$ cat src/rtl/bep_pkg.sv
`default_nettype none
// ----------------------------------------------------------------------------
// bep_pkg: shared BEP state encoding, default timing and pulse classification.
// Revision: 1.0
// ----------------------------------------------------------------------------
package bep_pkg;

  typedef enum logic [1:0] {
    IDLE    = 2'd0,
    MEASURE = 2'd1,
    GAP     = 2'd2
  } bep_state_e;

  localparam int BEP_MIN_TIMING  = 9;
  localparam int BEP_MAX_TIMING  = 18;
  localparam int BEP_GAP_TIMEOUT = 40;
  localparam int BEP_WORD_BITS   = 8;
  localparam int BEP_TIMER_W     = 8;

  // Nearest nominal width wins; equal distance resolves to a 1 bit.
  function automatic logic bep_classify(input int width, input int min_t, input int max_t);
    int d_min;
    int d_max;
    d_min = (width > min_t) ? width - min_t : min_t - width;
    d_max = (width > max_t) ? width - max_t : max_t - width;
    return (d_min < d_max) ? 1'b0 : 1'b1;
  endfunction

endpackage
`default_nettype wire

$ cat src/rtl/bep_pulse_timer.sv
`default_nettype none
// ----------------------------------------------------------------------------
// bep_pulse_timer: synchronises the BEP line, detects edges, times high pulses.
// Revision: 1.0
// ----------------------------------------------------------------------------
module bep_pulse_timer
  import bep_pkg::*;
#(
  parameter int TIMER_W = BEP_TIMER_W
) (
  input  logic               clock,
  input  logic               reset_n,
  input  logic               line_i,
  output logic               rise_o,
  output logic               width_done_o,
  output logic [TIMER_W-1:0] width_o
);

  localparam logic [TIMER_W-1:0] c_sat = '1;

  logic               sync1_q;
  logic               sync2_q;
  logic               level_q;
  logic [TIMER_W-1:0] cnt_q;
  logic [TIMER_W-1:0] cnt_d;

  always_comb begin
    cnt_d = '0;
    if (sync2_q) begin
      cnt_d = (cnt_q == c_sat) ? cnt_q : cnt_q + TIMER_W'(1);
    end
  end

  always_ff @(posedge clock or negedge reset_n) begin
    if (!reset_n) begin
      sync1_q <= 1'b0;
      sync2_q <= 1'b0;
      level_q <= 1'b0;
      cnt_q   <= '0;
    end else begin
      sync1_q <= line_i;
      sync2_q <= sync1_q;
      level_q <= sync2_q;
      cnt_q   <= cnt_d;
    end
  end

  // On the falling-edge cycle cnt_q still holds the full high width.
  assign rise_o       = sync2_q & ~level_q;
  assign width_done_o = ~sync2_q & level_q;
  assign width_o      = cnt_q;

endmodule
`default_nettype wire

$ cat src/rtl/bep_frame_sequencer.sv
`default_nettype none
// ----------------------------------------------------------------------------
// bep_frame_sequencer: BEP bit/word/frame decoder with valid/ready output and
// sticky errors. Option macro BEP_PARITY_EN adds a trailing even-parity bit.
// Revision: 1.0
// ----------------------------------------------------------------------------
module bep_frame_sequencer
  import bep_pkg::*;
#(
  parameter int MIN_TIMING  = BEP_MIN_TIMING,
  parameter int MAX_TIMING  = BEP_MAX_TIMING,
  parameter int GAP_TIMEOUT = BEP_GAP_TIMEOUT,
  parameter int WORD_BITS   = BEP_WORD_BITS,
  parameter int TIMER_W     = BEP_TIMER_W
) (
  input  logic                 clock,
  input  logic                 reset_n,
  input  logic                 digital_in,
  output logic [WORD_BITS-1:0] word_data,
  output logic                 word_valid,
  input  logic                 word_ready,
  output logic                 frame_active,
  output logic                 frame_end,
  input  logic                 clear_errors,
  output logic                 pulse_error,
  output logic                 overrun_error,
  output logic                 partial_error,
  output logic                 parity_error
);

  localparam logic [TIMER_W-1:0] c_width_lo = TIMER_W'(MIN_TIMING / 2);
  localparam logic [TIMER_W-1:0] c_width_hi = TIMER_W'(MAX_TIMING + MIN_TIMING / 2);
  localparam logic [TIMER_W-1:0] c_sat      = '1;
  localparam logic [TIMER_W-1:0] c_gap_last = TIMER_W'(GAP_TIMEOUT - 1);
`ifdef BEP_PARITY_EN
  localparam int c_slots = WORD_BITS + 1;
  localparam int c_sh_w  = WORD_BITS;
`else
  localparam int c_slots = WORD_BITS;
  localparam int c_sh_w  = WORD_BITS - 1;
`endif
  localparam int                 c_cnt_w = $clog2(c_slots + 1);
  localparam logic [c_cnt_w-1:0] c_last  = c_cnt_w'(c_slots - 1);

  logic               w_rise;
  logic               w_done;
  logic [TIMER_W-1:0] w_width;

  bep_pulse_timer #(
    .TIMER_W (TIMER_W)
  ) u_timer (
    .clock        (clock),
    .reset_n      (reset_n),
    .line_i       (digital_in),
    .rise_o       (w_rise),
    .width_done_o (w_done),
    .width_o      (w_width)
  );

  bep_state_e           state_q, state_d;
  logic [TIMER_W-1:0]   gap_q, gap_d;
  logic [c_cnt_w-1:0]   bit_cnt_q, bit_cnt_d;
  logic [c_sh_w-1:0]    shift_q, shift_d;
  logic [WORD_BITS-1:0] word_q, word_d;
  logic                 valid_q, valid_d;
  logic                 active_q, active_d;
  logic                 fend_q, fend_d;
  // {pulse, overrun, partial, parity}
  logic [3:0]           err_q, err_d, w_err_set;

  logic                 w_accept;
  logic                 w_bit;
  logic                 w_emit;
  logic                 w_ok;
  logic [WORD_BITS-1:0] w_word;

  assign w_accept = (w_width >= c_width_lo) && (w_width <= c_width_hi) && (w_width != c_sat);
  assign w_bit    = bep_classify(int'(w_width), MIN_TIMING, MAX_TIMING);

`ifdef BEP_PARITY_EN
  assign w_word = shift_q;
  assign w_ok   = ~(^{shift_q, w_bit});
`else
  assign w_word = {shift_q, w_bit};
  assign w_ok   = 1'b1;
`endif

  always_comb begin
    state_d   = state_q;
    gap_d     = gap_q;
    bit_cnt_d = bit_cnt_q;
    shift_d   = shift_q;
    word_d    = word_q;
    valid_d   = valid_q;
    active_d  = active_q;
    fend_d    = 1'b0;
    w_err_set = 4'b0000;
    w_emit    = 1'b0;

    if (valid_q && word_ready) begin
      valid_d = 1'b0;
    end

    case (state_q)
      IDLE: begin
        if (w_rise) state_d = MEASURE;
      end
      MEASURE: begin
        if (w_done) begin
          gap_d = '0;
          if (w_accept) begin
            w_emit   = 1'b1;
            active_d = 1'b1;
            state_d  = GAP;
          end else begin
            w_err_set[3] = 1'b1;
            state_d      = active_q ? GAP : IDLE;
          end
        end
      end
      GAP: begin
        if (w_rise) begin
          state_d = MEASURE;
        end else if (gap_q == c_gap_last) begin
          state_d      = IDLE;
          fend_d       = 1'b1;
          active_d     = 1'b0;
          w_err_set[1] = (bit_cnt_q != '0);
          bit_cnt_d    = '0;
          shift_d      = '0;
        end else begin
          gap_d = (gap_q == c_sat) ? gap_q : gap_q + TIMER_W'(1);
        end
      end
      default: state_d = IDLE;
    endcase

    // A completed word is dropped if the previous one is still waiting.
    if (w_emit) begin
      if (bit_cnt_q == c_last) begin
        bit_cnt_d = '0;
        shift_d   = '0;
        if (!w_ok) begin
          w_err_set[0] = 1'b1;
        end else if (valid_q && !word_ready) begin
          w_err_set[2] = 1'b1;
        end else begin
          word_d  = w_word;
          valid_d = 1'b1;
        end
      end else begin
        bit_cnt_d = bit_cnt_q + c_cnt_w'(1);
        shift_d   = {shift_q[c_sh_w-2:0], w_bit};
      end
    end

    err_d = (err_q & {4{~clear_errors}}) | w_err_set;
  end

  always_ff @(posedge clock or negedge reset_n) begin
    if (!reset_n) begin
      state_q   <= IDLE;
      gap_q     <= '0;
      bit_cnt_q <= '0;
      shift_q   <= '0;
      word_q    <= '0;
      valid_q   <= 1'b0;
      active_q  <= 1'b0;
      fend_q    <= 1'b0;
      err_q     <= 4'b0000;
    end else begin
      state_q   <= state_d;
      gap_q     <= gap_d;
      bit_cnt_q <= bit_cnt_d;
      shift_q   <= shift_d;
      word_q    <= word_d;
      valid_q   <= valid_d;
      active_q  <= active_d;
      fend_q    <= fend_d;
      err_q     <= err_d;
    end
  end

  assign word_data     = word_q;
  assign word_valid    = valid_q;
  assign frame_active  = active_q;
  assign frame_end     = fend_q;
  assign pulse_error   = err_q[3];
  assign partial_error = err_q[1];
  assign overrun_error = err_q[2];
  assign parity_error  = err_q[0];

endmodule
`default_nettype wire

$ cat config.mk
export PLATFORM = sky130hd
export DESIGN_NAME = bep_frame_sequencer
export DESIGN_NICKNAME = d
export VERILOG_FILES = /design/src/rtl/bep_pkg.sv /design/src/rtl/bep_pulse_timer.sv /design/src/rtl/bep_frame_sequencer.sv
export SDC_FILE = /design/constraint.sdc
export NUM_CORES = 1
export LEC_CHECK = 0
export ABC_AREA = 1
export CORE_UTILIZATION = 25
export DETAILED_ROUTE_END_ITERATION = 8
export PLACE_DENSITY = 0.43
export SYNTH_ARGS = -nofsm -noshare
export SYNTH_HDL_FRONTEND = slang
export SYNTH_SLANG_ARGS = --single-unit
$ cat constraint.sdc
create_clock -name clock -period 2.95 [get_ports clock]
set_input_delay 0.4425 -clock clock [delete_from_list [all_inputs] [get_ports clock]]
set_output_delay 0.4425 -clock clock [all_outputs]
set_load 0.1 [all_outputs]
==> results of run 1 <==
## per-stage QoR
| step | setup slack (ns) | utilization (%) | std cells | cell area (µm²) |
|---|---|---|---|---|
| after floorplan | 0.402 | - | 389 | 3050 |
| after global placement | 0.201 | 28.9 | 552 | 3370 |
| after detailed placement | 0.155 | 28.9 | 552 | 3370 |
| after CTS | 0.143 | 30.4 | 560 | 3540 |
| after global routing | 0.00581 | 30.7 | 563 | 3580 |
| final | 0.357 | 30.7 | 563 | 3580 |
## timing repair
item | CTS | global route
gates resized for setup | 0 | 4
hold endpoints to repair | 0 | 0
hold buffers | 0 | 0
setup buffers | 0 | 2
endpoints found under the setup margin | 0 | 2
## cells in the mapped netlist
| cell type | number |
|---|---|
| o21ai_2 | 1 |
| clkinv_1 | 1 |
| or2_2 | 1 |
| nor2_4 | 5 |
| nand2_1 | 126 |
| inv_2 | 2 |
| a21o_1 | 1 |
| o21ai_0 | 26 |
| o21ai_1 | 7 |
| nor3_2 | 2 |
| xor2_1 | 14 |
| o22ai_1 | 2 |
| nand3_2 | 1 |
| a21oi_4 | 1 |
| inv_6 | 1 |
| nand4_1 | 4 |
| buf_4 | 1 |
| o211ai_1 | 3 |
| nor2_2 | 1 |
| inv_4 | 2 |
| nand3_1 | 9 |
| nor2_1 | 30 |
| a21oi_1 | 16 |
| clkbuf_8 | 1 |
| o21bai_1 | 1 |
| nor3_4 | 1 |
| inv_1 | 42 |
| ha_1 | 19 |
| nand3_4 | 3 |
| nand4_2 | 1 |
| xnor2_1 | 2 |
| nand2_4 | 3 |
| buf_6 | 3 |
| buf_2 | 1 |
| nand2_2 | 3 |
| nand3b_4 | 1 |
| dfrtp_1 | 47 |
| nor3_1 | 4 |
## worst paths after layout
kind,from,end,slack [ns],depth (start not counted)
setup / recovery,u_timer.width_o[1],word_data[0],0.36,17
hold / removal,reset_n,bit_cnt_q[0],0.23,1
setup reg to reg,u_timer.width_o[1],word_data[0],0.36,17
hold reg to reg,u_timer.sync1_q,u_timer.sync2_q,0.35,0
max in group asynchronous,reset_n,u_timer.width_o[2],2.09,2
min in group clock,u_timer.sync1_q,u_timer.sync2_q,0.35,0
## power groups by stage
stage | clock network, mW | logic, mW | registers (mW)
2_1_floorplan | 0 | 0.181 | 0.800
3_3_place_gp | 0 | 0.343 | 0.735
3_5_place_dp | 0 | 0.344 | 0.734
4_1_cts | 0.686 | 0.345 | 0.723
5_1_grt | 0.708 | 0.392 | 0.732
6_report | 0.656 | 0.344 | 0.723
## state kept, by name, indices dropped and copies added (netlist names), 2 cells and up
register	count
bit_cnt_q	4
err_q	4
gap_q	8
shift_q	7
state_q	2
u_timer.width_o	8
word_data	8
## cell families (layout without fill, tap and decap cells)
kind of cell	count (synthesis)	after routing	synth area share, %
xor gates and xnor gates	16	16	4.59
buffers and inverters	54	84	8.20
DFF	47	47	38.5
AOI/OAI and AO/OA	58	59	10.5
adders and majority gates	19	19	7.79
and+or+nand+nor	195	195	30.4
## layer usage
layer	share of wire (%)	vias to the layer above	global-route usage, %
li1	-	1296	-
met1	49	1160	16.0
met2	46	38	18.2
met3	2.5	11	1.62
met4	2.0	0	4.36
met5	0	-	0
## worst max-delay path: cells and delay by family, from the launching register on
kind | cells | cell delay (ns)
AOI/OAI and AO/OA | 4 | 0.68
xor gates and xnor gates | 1 | 0.20
adders and majority gates | 2 | 0.55
buffers and inverters | 1 | 0.09
DFF | 1 | 0.34
and+or+nand+nor | 9 | 0.62
## final cells by class
cell class                      count  area [µm²]  area share (%)
Clock inverter                      3        47.5            1.33
Clock buffer                        5         125            3.50
Inverter                           48         190            5.32
Tap cell                          143         179            5.00
Sequential cell                    47        1180            32.9
Timing Repair Buffer               28         215            6.02
Multi-Input combinational cell    289        1640            45.9
==> flow_summary.ini, run 1 <==
[place]
port_buffers = 19
gp_congestion = 0.772
dp_hpwl_mm = 5.13

[synth]
syn_area_per_cell_um2 = 7.85
yosys.area.top_type = dfrtp_1
synthTopCellsByArea = dfrtp_1 39%, nand2_1 15%, ha_1 7.8%, inv_1 5.2%, o21ai_0 4.3%
yosysWarnings = 0
synth_top_area_share_pct = 38.5
yosysUniqueCellTypes = 38
synthesis.area_um2 = 3050
synth-seq-area-share_pct = 38.5
syn_inst = 389
synth_fp_nets = 413
ys_ff_latch = 47

[sta]
setup_tns_ns = 0
max-slew-margin-rel_pct = 46.6
hold_viol = 0
holdWs_ns = 0.232
tightest_slew_ns = 0.801
max_clock_freq_mhz = 386
period_share_pct = 87.9
rsz0062_at_grt = no
min_period_ns = 2.59
maxSlewViolCount = 0
clock_skew_ns = 0.00623
setup_viol_count_final = 0

[setup_path]
worstPathRequired_ns = 3.13
critPathMostFrequentCell = nand2_1
criticalPathCategory = register to register
worstPathArrival_ns = 2.77
slowest_delay_ns = 0.34
crit_path_start_kind = register
crit_chain = inv_1 -> ha_1 -> a21oi_2 -> nor2_1 -> nand2_1 -> nand2_2 -> o21ai_1 -> xor2_1 -> ha_1 -> a21oi_1 -> nand2_1 -> nand2_1 -> nand2_1 -> o21bai_1 -> nand2_1 -> nand2_1 -> nand2_1
critPathSlowestCell = dfrtp_1
path_max_fanout = 7
cp-end-kind = register

[die]
io_pins = 20
core_area_um2 = 11700
start_util_pct = 26.2
fp-row-count = 39
dieArea_um2 = 12700
die-width_um = 113
chipHeight_um = 113

[power]
ir_worst_vdd_v = 0.000451
clockPowerShare_pct = 38.1
p_int_mw = 1.19
power.switching_uw = 528
p_seq_share_pct = 42.0
cellPowerDensity_nw_per_um2 = 482
p_leak_nw = 1.87
p_comb_share_pct = 20.0
finalPower_mw = 1.72
switching_share_pct = 30.6

[clock_tree]
clk_latency_ns = 0.29
htreeDepth = 2
cts_inserted_buffers = 5
cts_root_buffer = clkbuf_16
path_clk_slew_ns = 0.07
clock_sinks = 47
cts_buffer_depth = 2
tritoncts = done

[finish]
nFillCells = 1257
antenna_cells = 0
final_common_cell = nand2_1
mostFrequentLayoutCells = 126 x nand2_1, 47 x dfrtp_1, 41 x inv_1
drive_gt1_share_pct = 15.7
nNetsFinal = 443
syn_to_final_growth_pct = 17.1

[routing]
ant_nets = 0
route.detailed.drc = 0
wire_per_inst_um = 12.1
vias = 2505
drt-initial-drc-count = 95
routed_wirelength_mm = 6.82
first_pass_iters = 4
routed_via_density = 4.45

[global_routing]
grt.total_usage_pct = 11.5
grt_max_degree = 36
grt_pass1_vias = 2446
grt_antenna_before_repair = 0
grt_overflow = 0
grt_pass1_wl_mm = 11.9

[status]
status = complete, no violations

[job]
drv_cap = 0

[hold_path]
worstHoldPathType = input pin to asynchronous set/reset pin
Note: power is estimated with default switching activity, not from simulation.
==> inputs of run 2 (changes only) <==
--- a/config.mk
+++ b/config.mk
@@ -5,10 +5,11 @@
 export SDC_FILE = /design/constraint.sdc
 export NUM_CORES = 1
 export LEC_CHECK = 0
-export ABC_AREA = 1
+export ABC_AREA = 0
 export CORE_UTILIZATION = 25
 export DETAILED_ROUTE_END_ITERATION = 8
-export PLACE_DENSITY = 0.43
+export HOLD_SLACK_MARGIN = 0.03
+export PLACE_DENSITY_LB_ADDON = 0.15
 export SYNTH_ARGS = -nofsm -noshare
 export SYNTH_HDL_FRONTEND = slang
 export SYNTH_SLANG_ARGS = --single-unit
==> flow_summary.ini, run 2 <==
[synth]
synthSimpleGateAreaFrac_pct = 21.7
ys_ff_latch = 47
synth-seq-area-share_pct = 39.9
ys.flop_type = dfrtp_1
yosysUniqueCellTypes = 47
synth-edff-count = 0
synth_compound_area_share_pct = 17.8
yosys-top-cells-count = 47 x dfrtp_1, 35 x nand2_1, 27 x o21ai_0, 22 x nor2_1, 19 x ha_1
yosys.area_share.adder_pct = 8.06
synth_fp_nets = 348
synth_top_area_share_pct = 39.9
yosys.area.top_type = dfrtp_1
synth_most_common_cell = dfrtp_1
synthXorXnorAreaFrac_pct = 1.78
synth_top_family_by_area = simple AND/OR/NAND/NOR gates
ys_async_sr_fraction_pct = 100
yosysWarnings = 0
synthesis.area_um2 = 2950
synthTopCellsByArea = dfrtp_1 40%, ha_1 8.1%, o21ai_0 4.6%, nand2_1 4.5%, mux2_4 3.6%
syn_area_per_cell_um2 = 9.10
synthMuxAreaShare_pct = 6.37
syn_inst = 324

[clock_tree]
clock_sinks = 47
tritoncts = done
cts_buffer_depth = 2
htreeDepth = 2
path_clk_slew_ns = 0.07
cts_hold_buffers = 0
cts_root_buffer = clkbuf_16
cts_setup_buffers = 0
clk_latency_ns = 0.29
cts_inserted_buffers = 5

[die]
fp-row-count = 39
die-width_um = 111
chipHeight_um = 111
start_util_pct = 25.7
core_area_um2 = 11500
dieArea_um2 = 12200
io_pins = 20

[power]
p_leak_nw = 1.59
ir_worst_vdd_v = 0.000358
finalPower_mw = 1.73
cellPowerDensity_nw_per_um2 = 486

[routing]
wire_per_inst_um = 14.2
routed_wirelength_mm = 7.14
first_pass_iters = 4
vias = 2466
routed_via_density = 4.92
drt-initial-drc-count = 141
route.detailed.drc = 0
ant_nets = 0

[sta]
hold_viol = 0
max_clock_freq_mhz = 364
maxSlewViolCount = 0
tightest_slew_ns = 0.837
holdWs_ns = 0.102
min_period_ns = 2.75
setup_viol_count_final = 0
clock_skew_ns = 0.00716
setup_tns_ns = 0
rsz0062_at_grt = no
max-slew-margin-rel_pct = 44.0
period_share_pct = 93.1
finalWorstSetupSlack_ns = 0.204

[setup_path]
crit_path_start_kind = register
criticalPathCategory = register to register
worstPathRequired_ns = 3.11
reg2reg_setup_slack_ns = 0.20
path_max_fanout = 7
worstPathArrival_ns = 2.91
cp-end-kind = register

[finish]
mostFrequentLayoutCells = 47 x dfrtp_1, 38 x buf_4, 35 x nand2_1
antenna_cells = 0
postLayoutCoreUtil_pct = 31.1
fin_area_um2 = 3560
final_common_cell = dfrtp_1
nNetsFinal = 381
drive_gt1_share_pct = 17.3
layoutNonFillerInstCount = 501
syn_to_final_growth_pct = 20.8

[place]
dp.cells = 493
place_ws_ns = -0.0738
dp_hpwl_mm = 5.28
placed_area_um2 = 3380
gp_congestion = 0.838
port_buffers = 19

[global_routing]
grt_antenna_before_repair = 0
grt_pass1_vias = 2309
grt_overflow = 0
grt.total_usage_pct = 12.0
grt_pass1_wl_mm = 12.0
grt_max_degree = 29

[status]
status = complete, no violations

[job]
drv_cap = 0

[hold_path]
worstHoldPathType = input pin to asynchronous set/reset pin
[run 2: cell type report]
class / instances / area, µm²
well taps: 143 / 179
fillers: 1178 / 7910
multi-input cells: 246 / 1660
clock buffers: 6 / 139
repair buffers: 42 / 320
inverters: 15 / 56.3
clock inverters: 2 / 35.0
flip-flops and latches: 47 / 1180
[run 2: report_power, final]
part / switching (mW) / internal (mW) / total, mW
combinational: 0.230 / 0.122 / 0.352
clock: 0.238 / 0.422 / 0.660
sequential: 0.0367 / 0.682 / 0.718
[run 2: logic make-up (layout without fill, tap and decap cells)]
logic type,count (synthesis),after routing
simple gates,124,124
xor+xnor,6,6
flops,47,47
buf+inv,31,65
mux,15,15
fa+ha+maj,19,19
compound gates,82,82
[run 2: final timing paths]
check                                   start  depth (start not counted)                 end
setup / recovery           u_timer.width_o[1]                         11          shift_q[0]
hold / removal                        reset_n                          1  u_timer.width_o[4]
setup reg to reg           u_timer.width_o[1]                         11          shift_q[0]
hold reg to reg               u_timer.sync1_q                          0     u_timer.sync2_q
max in group asynchronous             reset_n                          2     u_timer.sync1_q
min in group clock            u_timer.sync1_q                          0     u_timer.sync2_q
[run 2: timing repair]
action / 4_1_cts / 5_1_grt
pin swaps: 0 / 0
gates resized for setup: 2 / 2
setup endpoints to repair: 2 / 2
[run 2: worst max-delay path, stage by stage, from the launching register on]
cell	delay (ns)
dfrtp_1	0.40
inv_1	0.19
ha_1	0.21
a21boi_2	0.23
o211ai_1	0.16
o22ai_1	0.34
xnor2_1	0.17
ha_1	0.26
a21oi_1	0.21
o211ai_1	0.11
o21ai_1	0.23
o22ai_1	0.12
[run 2: per-layer routing]
| layer | GRT usage [%] | up-vias | routed length [µm] |
|---|---|---|---|
| met5 | 0 | - | 0 |
| met4 | 3.29 | 0 | 109 |
| met2 | 18.3 | 48 | 3130 |
| met3 | 2.25 | 9 | 230 |
| met1 | 17.2 | 1171 | 3660 |
| li1 | - | 1238 | - |
